`src/rtl/multi_rate_sampler.sv`:
```
// multi_rate_sampler: decimates qualified ext_trig events into a base
// strobe (sample_out) plus up to three further-decimated strobes.
//
// Ports:
//   clk, reset          sole clock; synchronous active-high reset
//   ext_trig            input event qualifier
//   sample_period       ext_trig events per sample_out (0 = off)
//   dsampleN_period     sample_out events per dsampleN_stb (0 = off)
//   sample_out          registered 1-cycle base strobe
//   dsampleN_stb        registered 1-cycle decimated strobes

// decim_stage: one modulo-P event counter.
//   adv_i     advance qualifier for this cycle
//   period_i  events per output event; 0 clears and disables
//   evt_o     combinational: this advance completes a period
module decim_stage #(
   parameter int WI = 8
) (
   input  logic          clk,
   input  logic          reset,
   input  logic          adv_i,
   input  logic [WI-1:0] period_i,
   output logic          evt_o
);

   logic [WI-1:0] cnt_q;
   logic [WI-1:0] cnt_d;
   logic          off;

   assign off = (period_i == '0);

   // ">=" rather than "==" so a period lowered below the running
   // count fires on the next advance instead of wrapping.
   always_comb begin
      cnt_d = cnt_q;
      evt_o = 1'b0;
      if (off) begin
         cnt_d = '0;
      end else if (adv_i) begin
         if (cnt_q >= period_i - WI'(1)) begin
            evt_o = 1'b1;
            cnt_d = '0;
         end else begin
            cnt_d = cnt_q + WI'(1);
         end
      end
   end

   always_ff @(posedge clk) begin
      if (reset) begin
         cnt_q <= '0;
      end else begin
         cnt_q <= cnt_d;
      end
   end

endmodule

module multi_rate_sampler #(
   parameter int sample_period_wi = 8,
   parameter bit dsample0_en      = 1'b1,
   parameter int dsample0_wi      = 8,
   parameter bit dsample1_en      = 1'b0,
   parameter int dsample1_wi      = 8,
   parameter bit dsample2_en      = 1'b0,
   parameter int dsample2_wi      = 8
) (
   input  logic                        clk,
   input  logic                        reset,
   input  logic                        ext_trig,
   input  logic [sample_period_wi-1:0] sample_period,
   input  logic [dsample0_wi-1:0]      dsample0_period,
   input  logic [dsample1_wi-1:0]      dsample1_period,
   input  logic [dsample2_wi-1:0]      dsample2_period,
   output logic                        sample_out,
   output logic                        dsample0_stb,
   output logic                        dsample1_stb,
   output logic                        dsample2_stb
);

   logic base_evt;
   logic sample_q;
   logic sample_d;

   decim_stage #(
      .WI(sample_period_wi)
   ) u_base (
      .clk     (clk),
      .reset   (reset),
      .adv_i   (ext_trig),
      .period_i(sample_period),
      .evt_o   (base_evt)
   );

   assign sample_d = base_evt;

   always_ff @(posedge clk) begin
      if (reset) begin
         sample_q <= 1'b0;
      end else begin
         sample_q <= sample_d;
      end
   end

   assign sample_out = sample_q;

   // Decimated stages only advance on base events, so every stage
   // strobe lands on a cycle that also carries sample_out.
   generate
      if (dsample0_en) begin : g_ds0
         logic evt;
         logic stb_q;
         logic stb_d;
         decim_stage #(
            .WI(dsample0_wi)
         ) u_ds0 (
            .clk     (clk),
            .reset   (reset),
            .adv_i   (base_evt),
            .period_i(dsample0_period),
            .evt_o   (evt)
         );
         assign stb_d = evt;
         always_ff @(posedge clk) begin
            if (reset) begin
               stb_q <= 1'b0;
            end else begin
               stb_q <= stb_d;
            end
         end
         assign dsample0_stb = stb_q;
      end else begin : g_no_ds0
         logic unused_ds0;
         assign unused_ds0   = ^dsample0_period;
         assign dsample0_stb = 1'b0;
      end

      if (dsample1_en) begin : g_ds1
         logic evt;
         logic stb_q;
         logic stb_d;
         decim_stage #(
            .WI(dsample1_wi)
         ) u_ds1 (
            .clk     (clk),
            .reset   (reset),
            .adv_i   (base_evt),
            .period_i(dsample1_period),
            .evt_o   (evt)
         );
         assign stb_d = evt;
         always_ff @(posedge clk) begin
            if (reset) begin
               stb_q <= 1'b0;
            end else begin
               stb_q <= stb_d;
            end
         end
         assign dsample1_stb = stb_q;
      end else begin : g_no_ds1
         logic unused_ds1;
         assign unused_ds1   = ^dsample1_period;
         assign dsample1_stb = 1'b0;
      end

      if (dsample2_en) begin : g_ds2
         logic evt;
         logic stb_q;
         logic stb_d;
         decim_stage #(
            .WI(dsample2_wi)
         ) u_ds2 (
            .clk     (clk),
            .reset   (reset),
            .adv_i   (base_evt),
            .period_i(dsample2_period),
            .evt_o   (evt)
         );
         assign stb_d = evt;
         always_ff @(posedge clk) begin
            if (reset) begin
               stb_q <= 1'b0;
            end else begin
               stb_q <= stb_d;
            end
         end
         assign dsample2_stb = stb_q;
      end else begin : g_no_ds2
         logic unused_ds2;
         assign unused_ds2   = ^dsample2_period;
         assign dsample2_stb = 1'b0;
      end
   endgenerate

endmodule

```
`config.mk`:
```
export PLATFORM = sky130hd
export DESIGN_NAME = multi_rate_sampler
export DESIGN_NICKNAME = d
export VERILOG_FILES = /design/src/rtl/multi_rate_sampler.sv
export SDC_FILE = /design/constraint.sdc
export NUM_CORES = 1
export LEC_CHECK = 0
export BUFFER_PORTS_ARGS = -buffer_cell sky130_fd_sc_hd__buf_2
export CORE_AREA = 5 5 63 65
export CTS_CLUSTER_SIZE = 40
export DETAILED_ROUTE_END_ITERATION = 6
export DIE_AREA = 0 0 68 70
export PLACE_DENSITY = 0.71
export SLEW_MARGIN = 10
export SYNTH_ARGS = -nofsm -noshare
export SYNTH_HDL_FRONTEND = slang
export SYNTH_SLANG_ARGS = --single-unit
export TNS_END_PERCENT = 5
```
`constraint.sdc`:
```
create_clock -name clk -period 3 [get_ports clk]
set_input_delay 0.15 -clock clk [delete_from_list [all_inputs] [get_ports clk]]
set_output_delay 0.15 -clock clk [all_outputs]
set_load 0.01 [all_outputs]
```
==> flow_summary_export.csv, run 1 <==
group,metric,value,unit
status,status,"finished, final reports clean",
clock_network,htreeDepth,1,
logic_synthesis,syn_area,1530,um2
clock_network,root_buffer,"clkbuf_4",
logic_synthesis,synthCells,180,
placed_design,io_buffer_count,20,
clock_network,clock_path_buffers,2,
floorplan,start_util,46.5,%
clock_network,numCtsBuffers,3,
logic_synthesis,synth_flop_cell,"dfxtp_1",
power_and_ir_drop,clkPwrFrac,30.7,%
grt,grt_pass1_wl,4.71,mm
flow_run,cap_violations,0,
detailed_routing,dr.first_iter.drc_count,29,
detailed_routing,drc,0,
logic_synthesis,synthTopCellsByArea,"dfxtp_1 (24%), ha_1 (18%), xor2_1 (5.7%), xnor2_1 (5.2%), nor2_1 (4.2%)",
logic_synthesis,yosys_warnings,0,
sta,finalSetupViolations,0,
grt,grt_pass1_vias,1148,
detailed_routing,vias,1238,
placed_design,dp_slack,0.152,ns
sta,fin_crit,2.56,ns
floorplan,rows,21,
sta,min_period_over_period,85.4,%
clock_network,cts_resized,0,
placed_design,gp_congestion,0.708,
floorplan,dieArea,4760,um2
power_and_ir_drop,sequentialPowerShare,50.2,%
clock_network,hold_buffers,0,
logic_synthesis,ys_async_sr_fraction,0,%
detailed_routing,antenna_left,0,
final_layout,fin_area,1690,um2
clock_network,clk_latency,0.30,ns
final_layout,num_antenna_cells,0,
floorplan,die_w,68,um
detailed_routing,firstDrtPassIters,4,
sta,max_slew_margin,34.1,%
sta,slew_violations,0,
power_and_ir_drop,p_sw_share,26.6,%
clock_network,cts_num_sinks,18,
power_and_ir_drop,power_density,292,nW/um2
sta,finClkSkew,0.0125,ns
detailed_routing,wl_per_cell,11.5,um
sta,max_freq,390,MHz
logic_synthesis,ys_seq_elements,18,
placed_design,post_dp_cell_area,1650,um2
detailed_routing,totalWireLength,2.83,mm
detailed_routing,vias_per_cell,5.03,
logic_synthesis,synth-seq-area-share,23.6,%
power_and_ir_drop,combPwrFrac,19.0,%
sta,layout_setup_ws,0.438,ns
sta,rsz0062_at_grt,"no",
logic_synthesis,synth_top_area_share,23.6,%
final_layout,drive_gt1_share,15.0,%
critical_path,cp-start-kind,"input port",
grt,grt_remaining_overflow,0,
power_and_ir_drop,p_sw,131,uW
floorplan,top_level_ports,39,
critical_path,cp_max_fo,15,
sta,worstMarginPinSlew,0.989,ns
logic_synthesis,yosysTopAreaCell,"dfxtp_1",
final_layout,fin_nets,258,
critical_path,endpoint_kind,"flop",
placed_design,dpl.hpwl,2.23,mm
power_and_ir_drop,internal_power,362,uW
critical_path,cp_data_required_time,3.20,ns
logic_synthesis,synth_commonest_cells,"ha_1 (22), dfxtp_1 (18), nor2_1 (17), nand2_1 (13), inv_1 (11)",
power_and_ir_drop,leakage,0.709,nW
floorplan,die_h,70,um
logic_synthesis,synth-edff-count,0,
clock_network,postCtsSetupRepairBufs,0,
grt,track_usage,12.4,%
worst_hold_path,hold_path.class,"in -> reg",
sta,hold_viol_final,0,
critical_path,setup.worst_path.class,"in -> reg",
critical_path,arrival,2.76,ns
final_layout,final_cells,246,
logic_synthesis,avgSynthCellArea,8.48,um2
placed_design,dp.cells,242,
grt,antenna_found_initial,0,
power_and_ir_drop,irDropWorstVdd,0.136,mV
floorplan,core_area,3280,um2
clock_network,clkSlewWorstSetupHoldPaths,0.11,ns
clock_network,cts_tree,"done",
final_layout,final_core_util,51.5,%
grt,grt_max_degree,16,
logic_synthesis,yosysMostFrequentCell,"ha_1",
logic_synthesis,synth_cell_type_count,37,
sta,fin_setup_tns,0,ns
final_layout,syn2layout_area_growth,10.7,%
-- placed cells by master (no fill, tap or decap) --
cell	netlist	final
or2_0	1	1
nor2b_1	3	3
o2111ai_1	1	1
o21ai_1	2	2
nor4b_1	5	5
nand3_1	2	2
a41oi_1	1	1
nor4b_4	1	1
buf_2	0	20
a21oi_1	10	10
buf_4	2	2
nor3b_1	1	1
mux2i_1	6	6
nor4_1	4	4
and3_1	5	5
clkbuf_8	0	1
o21a_1	1	1
or4_1	3	3
inv_1	11	11
or3_1	3	3
clkbuf_4	0	3
xor2_1	10	10
dfxtp_1	18	18
nand4_1	3	3
nor3_1	3	3
o2bb2ai_1	1	1
o21ai_0	9	9
a21o_1	1	1
or2_2	1	1
xnor2_1	9	9
ha_1	22	22
a2111oi_4	1	1
nand2b_4	1	1
nor2_1	17	17
nand3b_1	2	2
a211oi_1	1	1
conb_1	1	2
nand2_1	13	13
-- flip-flops by register name, indices dropped and copies added (netlist names) --
register           count
g_ds0.u_ds0.cnt_q      8
u_base.cnt_q           8
dsample0_stb           1
sample_out             1
-- power by group through the flow --
| stage | logic, mW | clock network (mW) | registers (mW) |
|---|---|---|---|
| after floorplan | 0.0686 | 0 | 0.252 |
| after global placement | 0.0927 | 0 | 0.253 |
| after detailed placement | 0.0943 | 0 | 0.253 |
| after CTS | 0.0950 | 0.157 | 0.248 |
| after global routing | 0.107 | 0.167 | 0.249 |
| final | 0.0939 | 0.152 | 0.248 |
-- final cells by class --
cell class / count / area [um2]
multi-input combinational: 145 / 1080
clock buffer: 4 / 36.3
inverter: 11 / 41.3
timing repair buffer: 22 / 115
fill: 313 / 1590
tap: 46 / 57.6
sequential: 18 / 360
-- metal layers --
metal | routed length (um) | share of wire [%] | GRT usage [%]
met3 | 151 | 5.3 | 1.28
met5 | 0 | 0 | 0
met1 | 1550 | 55 | 18.2
met4 | 41 | 1.4 | 5.96
met2 | 1080 | 38 | 17.7
-- stage by stage --
stage          hold WS, ns  power (mW)
2_1_floorplan        0.222       0.320
3_3_place_gp         0.353       0.346
3_5_place_dp         0.352       0.348
4_1_cts             0.0282       0.500
5_1_grt             0.0383       0.523
6_report            0.0424       0.494
-- worst paths after layout --
kind                        start                    to  slack, ns  cells after the start
max            dsample0_period[2]  g_ds0.u_ds0.cnt_q[5]       0.44                     10
min                         reset            sample_out       0.04                      2
max reg2reg       u_base.cnt_q[0]       u_base.cnt_q[7]       0.68                      8
min reg2reg  g_ds0.u_ds0.cnt_q[0]  g_ds0.u_ds0.cnt_q[0]       0.51                      2
-- critical path, cell delays in order --
cell and delay (ns):
buf_2 0.12, or4_1 0.57, nor4_1 0.26, xnor2_1 0.11, ha_1 0.29, o21ai_0 0.08, o2bb2ai_1 0.79, o21ai_0 0.21
nand2_1 0.11, a21oi_1 0.06
-- kinds of logic (layout without fill, tap and decap cells) --
| group | count (synthesis) | after routing | share of synthesized area (%) |
|---|---|---|---|
| adders and majority gates | 22 | 22 | 18.0 |
| DFF | 18 | 18 | 23.6 |
| other | 1 | 2 | 0.246 |
| buffers and inverters | 18 | 37 | 5.90 |
| AOI/OAI and AO/OA | 28 | 28 | 11.9 |
| and+or+nand+nor | 68 | 68 | 25.5 |
| xor gates and xnor gates | 19 | 19 | 10.9 |
| muxes | 6 | 6 | 3.93 |
No activity file was read; power rests on OpenSTA's default activity.
==> run 2: changes to the inputs <==
--- a/config.mk
+++ b/config.mk
@@ -6,11 +6,13 @@
 export NUM_CORES = 1
 export LEC_CHECK = 0
 export BUFFER_PORTS_ARGS = -buffer_cell sky130_fd_sc_hd__buf_2
+export CAP_MARGIN = 15
 export CORE_AREA = 5 5 63 65
 export CTS_CLUSTER_SIZE = 40
 export DETAILED_ROUTE_END_ITERATION = 6
 export DIE_AREA = 0 0 68 70
 export PLACE_DENSITY = 0.71
+export RECOVER_POWER = 100
 export SLEW_MARGIN = 10
 export SYNTH_ARGS = -nofsm -noshare
 export SYNTH_HDL_FRONTEND = slang
==> run 2 against run 1 <==
Against the previous run:
- via count up 0.73%
- clock skew about the same
- cell count is the same
- worst setup slack lost 0.0054 ns
- worst hold slack about the same
- sequential cell count unchanged
- critical path type unchanged
==> flow_summary_export.csv, run 2 (same netlist as run 1, synthesis figures left out) <==
group,metric,value,unit
power_and_ir_drop,irDropWorstVdd,0.136,mV
critical_path,path_cells,"clkbuf_1, or4_1, nor4_1, xnor2_1, ha_1, o21ai_0, o2bb2ai_1, o21ai_0, nand2_1, a21oi_1",
critical_path,setup.worst_path.class,"in -> reg",
clock_network,clk_latency,0.30,ns
detailed_routing,totalWireLength,2.84,mm
floorplan,die_h,70,um
final_layout,drive_gt1_share,12.5,%
sta,worstMarginPinSlew,0.991,ns
placed_design,dp.cells,242,
clock_network,hold_buffers,0,
sta,layout_setup_ws,0.433,ns
grt,antenna_found_initial,0,
final_layout,final_cell_mix,"ha_1 (22), dfxtp_1 (18), nor2_1 (17)",
clock_network,clock_path_buffers,2,
flow_run,cap_violations,0,
clock_network,cts_num_sinks,18,
power_and_ir_drop,leakage,0.692,nW
power_and_ir_drop,power_density,293,nW/um2
worst_hold_path,hold_path.class,"in -> reg",
detailed_routing,dr.first_iter.drc_count,28,
clock_network,cts_tree,"done",
final_layout,final_cells,246,
floorplan,rows,21,
final_layout,top_regs,"g_ds0.u_ds0.cnt_q (8), u_base.cnt_q (8)",
detailed_routing,vias_per_cell,5.07,
grt,grt_pass1_wl,4.71,mm
detailed_routing,drc,0,
critical_path,cp_data_required_time,3.20,ns
grt,grt_remaining_overflow,0,
critical_path,cp_slowest_cell,"o2bb2ai_1",
critical_path,cp-start-kind,"input port",
sta,hold_viol_final,0,
final_layout,num-fill-cells,315,
grt,grt_max_degree,16,
sta,fin_crit,2.57,ns
sta,max_freq,390,MHz
clock_network,numCtsBuffers,3,
sta,min_period_over_period,85.6,%
sta,finClkSkew,0.0128,ns
critical_path,cp_max_fo,15,
floorplan,start_util,46.5,%
floorplan,dieArea,4760,um2
final_layout,fin_nets,258,
critical_path,arrival,2.77,ns
clock_network,root_buffer,"clkbuf_4",
sta,max_slew_margin,33.9,%
placed_design,dp_slack,0.152,ns
placed_design,gp_congestion,0.708,
final_layout,syn2layout_area_growth,10.3,%
placed_design,io_buffer_count,20,
grt,grt_pass1_vias,1148,
detailed_routing,firstDrtPassIters,4,
sta,slew_violations,0,
sta,finalSetupViolations,0,
sta,rsz0062_at_grt,"no",
placed_design,dpl.hpwl,2.23,mm
critical_path,crit_top_cell,"o21ai_0",
clock_network,postCtsSetupRepairBufs,0,
detailed_routing,vias,1247,
floorplan,die_w,68,um
clock_network,htreeDepth,1,
final_layout,num_antenna_cells,0,
final_layout,fin_area,1680,um2
critical_path,slowest_delay,0.79,ns
clock_network,cts_resized,0,
sta,fin_setup_tns,0,ns
status,status,"finished, final reports clean",
critical_path,endpoint_kind,"flop",
placed_design,post_dp_cell_area,1650,um2
detailed_routing,wl_per_cell,11.5,um
detailed_routing,antenna_left,0,
clock_network,clkSlewWorstSetupHoldPaths,0.12,ns
floorplan,core_area,3280,um2
floorplan,top_level_ports,39,
grt,track_usage,12.4,%
final_layout,final_common_cell,"ha_1",
==> run 2: area by class of cell <==
cell class	count	area, um2	area share, %
tap	46	57.6	3.42
sequential	18	360	21.4
inverter	11	41.3	2.45
clock buffer	4	36.3	2.15
multi-input combinational	145	1080	64.1
timing repair buffer	22	109	6.46
==> run 2: power by group <==
part           internal (mW)  switching (mW)
registers              0.242         0.00574
clock network         0.0739          0.0780
logic                 0.0457          0.0477
total                  0.362           0.131
==> run 2: path summary, 6_finish.rpt <==
check / startpoint / end / slack (ns) / depth (start not counted)
setup / recovery: dsample0_period[2] / g_ds0.u_ds0.cnt_q[5] / 0.43 / 10
hold / removal: reset / sample_out / 0.04 / 2
setup reg to reg: u_base.cnt_q[0] / g_ds0.u_ds0.cnt_q[2] / 0.58 / 9
hold reg to reg: g_ds0.u_ds0.cnt_q[0] / g_ds0.u_ds0.cnt_q[0] / 0.51 / 2
==> run 2: critical path, delay by kind of cell <==
family	cells	cell delay (ns)
AOI/OAI and AO/OA	4	1.14
and+or+nand+nor	3	0.95
adders and majority gates	1	0.29
buffers and inverters	1	0.11
xor gates and xnor gates	1	0.11
==> run 2: per-layer routing <==
layer	vias up	track usage [%]	part of all wire [%]
met3	2	1.28	5.8
met4	0	5.96	1.4
li1	671	-	-
met2	31	17.7	38
met1	543	18.2	54
met5	-	0	0
==> run 2: per-stage QoR <==
stage          total power [mW]  util (%)  hold slack [ns]
3_3_place_gp              0.346      50.4            0.353
2_1_floorplan             0.320         -            0.222
6_report                  0.493      51.3           0.0424
3_5_place_dp              0.348      50.4            0.352
4_1_cts                   0.500      51.5           0.0282
5_1_grt                   0.523      51.3           0.0383
==> run 3: changes to the inputs <==
--- a/config.mk
+++ b/config.mk
@@ -12,7 +12,7 @@
 export DETAILED_ROUTE_END_ITERATION = 6
 export DIE_AREA = 0 0 68 70
 export PLACE_DENSITY = 0.71
-export RECOVER_POWER = 100
+export RECOVER_POWER = 25
 export SLEW_MARGIN = 10
 export SYNTH_ARGS = -nofsm -noshare
 export SYNTH_HDL_FRONTEND = slang
==> run 3 against run 2 <==
Against the previous run:
- clock-buffer cell count unchanged
- global-route usage unchanged
- maximum frequency is 0.31% higher
- worst setup slack improved by 0.0079 ns
- first-iteration DRC count unchanged
- worst hold slack unchanged
- critical endpoint unchanged
- highest routed layer unchanged
==> flow_summary_export.csv, run 3 (same netlist as run 1, synthesis figures left out) <==
group,metric,value,unit
clock_network,root_buffer,"clkbuf_4",
placed_design,dp_slack,0.152,ns
detailed_routing,totalWireLength,2.83,mm
final_layout,final_cell_mix,"ha_1 (22), dfxtp_1 (18), nor2_1 (17)",
detailed_routing,vias_per_cell,5.04,
flow_run,cap_violations,0,
detailed_routing,drc,0,
placed_design,post_dp_cell_area,1650,um2
power_and_ir_drop,power_density,293,nW/um2
placed_design,io_buffer_count,20,
sta,fin_crit,2.56,ns
detailed_routing,wl_per_cell,11.5,um
floorplan,rows,21,
final_layout,drive_gt1_share,13.0,%
worst_hold_path,hold_path.class,"in -> reg",
detailed_routing,dr.first_iter.drc_count,28,
critical_path,slowest_delay,0.79,ns
final_layout,top_regs,"g_ds0.u_ds0.cnt_q (8), u_base.cnt_q (8)",
clock_network,postCtsSetupRepairBufs,0,
floorplan,top_level_ports,39,
placed_design,dpl.hpwl,2.23,mm
grt,antenna_found_initial,0,
critical_path,cp-start-kind,"input port",
sta,finClkSkew,0.0127,ns
power_and_ir_drop,leakage,0.695,nW
sta,max_freq,391,MHz
sta,slew_violations,0,
sta,min_period_over_period,85.3,%
critical_path,path_cells,"buf_2, or4_1, nor4_1, xnor2_1, ha_1, o21ai_0, o2bb2ai_1, o21ai_0, nand2_1, a21oi_1",
clock_network,clk_latency,0.30,ns
final_layout,fin_area,1690,um2
floorplan,core_area,3280,um2
final_layout,fin_nets,258,
clock_network,hold_buffers,0,
clock_network,clock_path_buffers,2,
sta,worstMarginPinSlew,0.986,ns
critical_path,crit_top_cell,"o21ai_0",
sta,max_slew_margin,34.2,%
grt,grt_remaining_overflow,0,
final_layout,syn2layout_area_growth,10.4,%
clock_network,cts_num_sinks,18,
final_layout,num_antenna_cells,0,
critical_path,endpoint_kind,"flop",
power_and_ir_drop,irDropWorstVdd,0.136,mV
clock_network,numCtsBuffers,3,
sta,rsz0062_at_grt,"no",
clock_network,cts_tree,"done",
floorplan,dieArea,4760,um2
floorplan,die_h,70,um
floorplan,die_w,68,um
critical_path,cp_slowest_cell,"o2bb2ai_1",
detailed_routing,antenna_left,0,
grt,grt_pass1_wl,4.71,mm
clock_network,cts_resized,0,
clock_network,clkSlewWorstSetupHoldPaths,0.11,ns
critical_path,cp_max_fo,15,
sta,hold_viol_final,0,
detailed_routing,firstDrtPassIters,4,
sta,finalSetupViolations,0,
final_layout,final_common_cell,"ha_1",
floorplan,start_util,46.5,%
placed_design,gp_congestion,0.708,
critical_path,setup.worst_path.class,"in -> reg",
grt,grt_max_degree,16,
sta,layout_setup_ws,0.441,ns
detailed_routing,vias,1239,
critical_path,cp_data_required_time,3.20,ns
grt,track_usage,12.4,%
status,status,"finished, final reports clean",
clock_network,htreeDepth,1,
critical_path,arrival,2.76,ns
grt,grt_pass1_vias,1148,
sta,fin_setup_tns,0,ns
run 3: cell type report:
type / count / area, um2
fill: 314 / 1600
multi-input combinational: 145 / 1080
clock buffer: 4 / 36.3
inverter: 11 / 41.3
timing repair buffer: 22 / 110
sequential: 18 / 360
tap: 46 / 57.6
run 3: power by group:
group          internal [mW]  switching [mW]
combinational         0.0459          0.0477
clock                 0.0739          0.0779
sequential             0.242         0.00574
total                  0.362           0.131
run 3: per-stage QoR:
stage	power (mW)	instances	hold slack [ns]	util, %
detailed placement	0.348	242	0.352	50.4
CTS	0.500	246	0.0282	51.5
global route	0.523	246	0.0383	51.3
floorplan	0.320	181	0.222	-
finish	0.493	246	0.0424	51.3
global placement	0.346	242	0.353	50.4
run 3: worst paths after layout:
kind                        start                   end  slack, ns  depth (start not counted)
max            dsample0_period[2]  g_ds0.u_ds0.cnt_q[5]       0.44                         10
min                         reset            sample_out       0.04                          2
max reg2reg       u_base.cnt_q[0]  g_ds0.u_ds0.cnt_q[2]       0.58                          9
min reg2reg  g_ds0.u_ds0.cnt_q[0]  g_ds0.u_ds0.cnt_q[0]       0.51                          2
run 3: critical path, delay by kind of cell:
family / cells / cell delay [ns]
AO/OA/AOI/OAI: 4 / 1.14
XOR/XNOR: 1 / 0.11
adder cells (fa/ha/maj): 1 / 0.29
buffers and inverters: 1 / 0.12
AND/OR/NAND/NOR: 3 / 0.94
run 3: layer usage:
metal	vias up	track usage, %	wire length, um
li1	671	-	-
met1	543	18.2	1540
met2	23	17.7	1090
met3	2	1.28	150
met4	0	5.96	41
met5	-	0	0
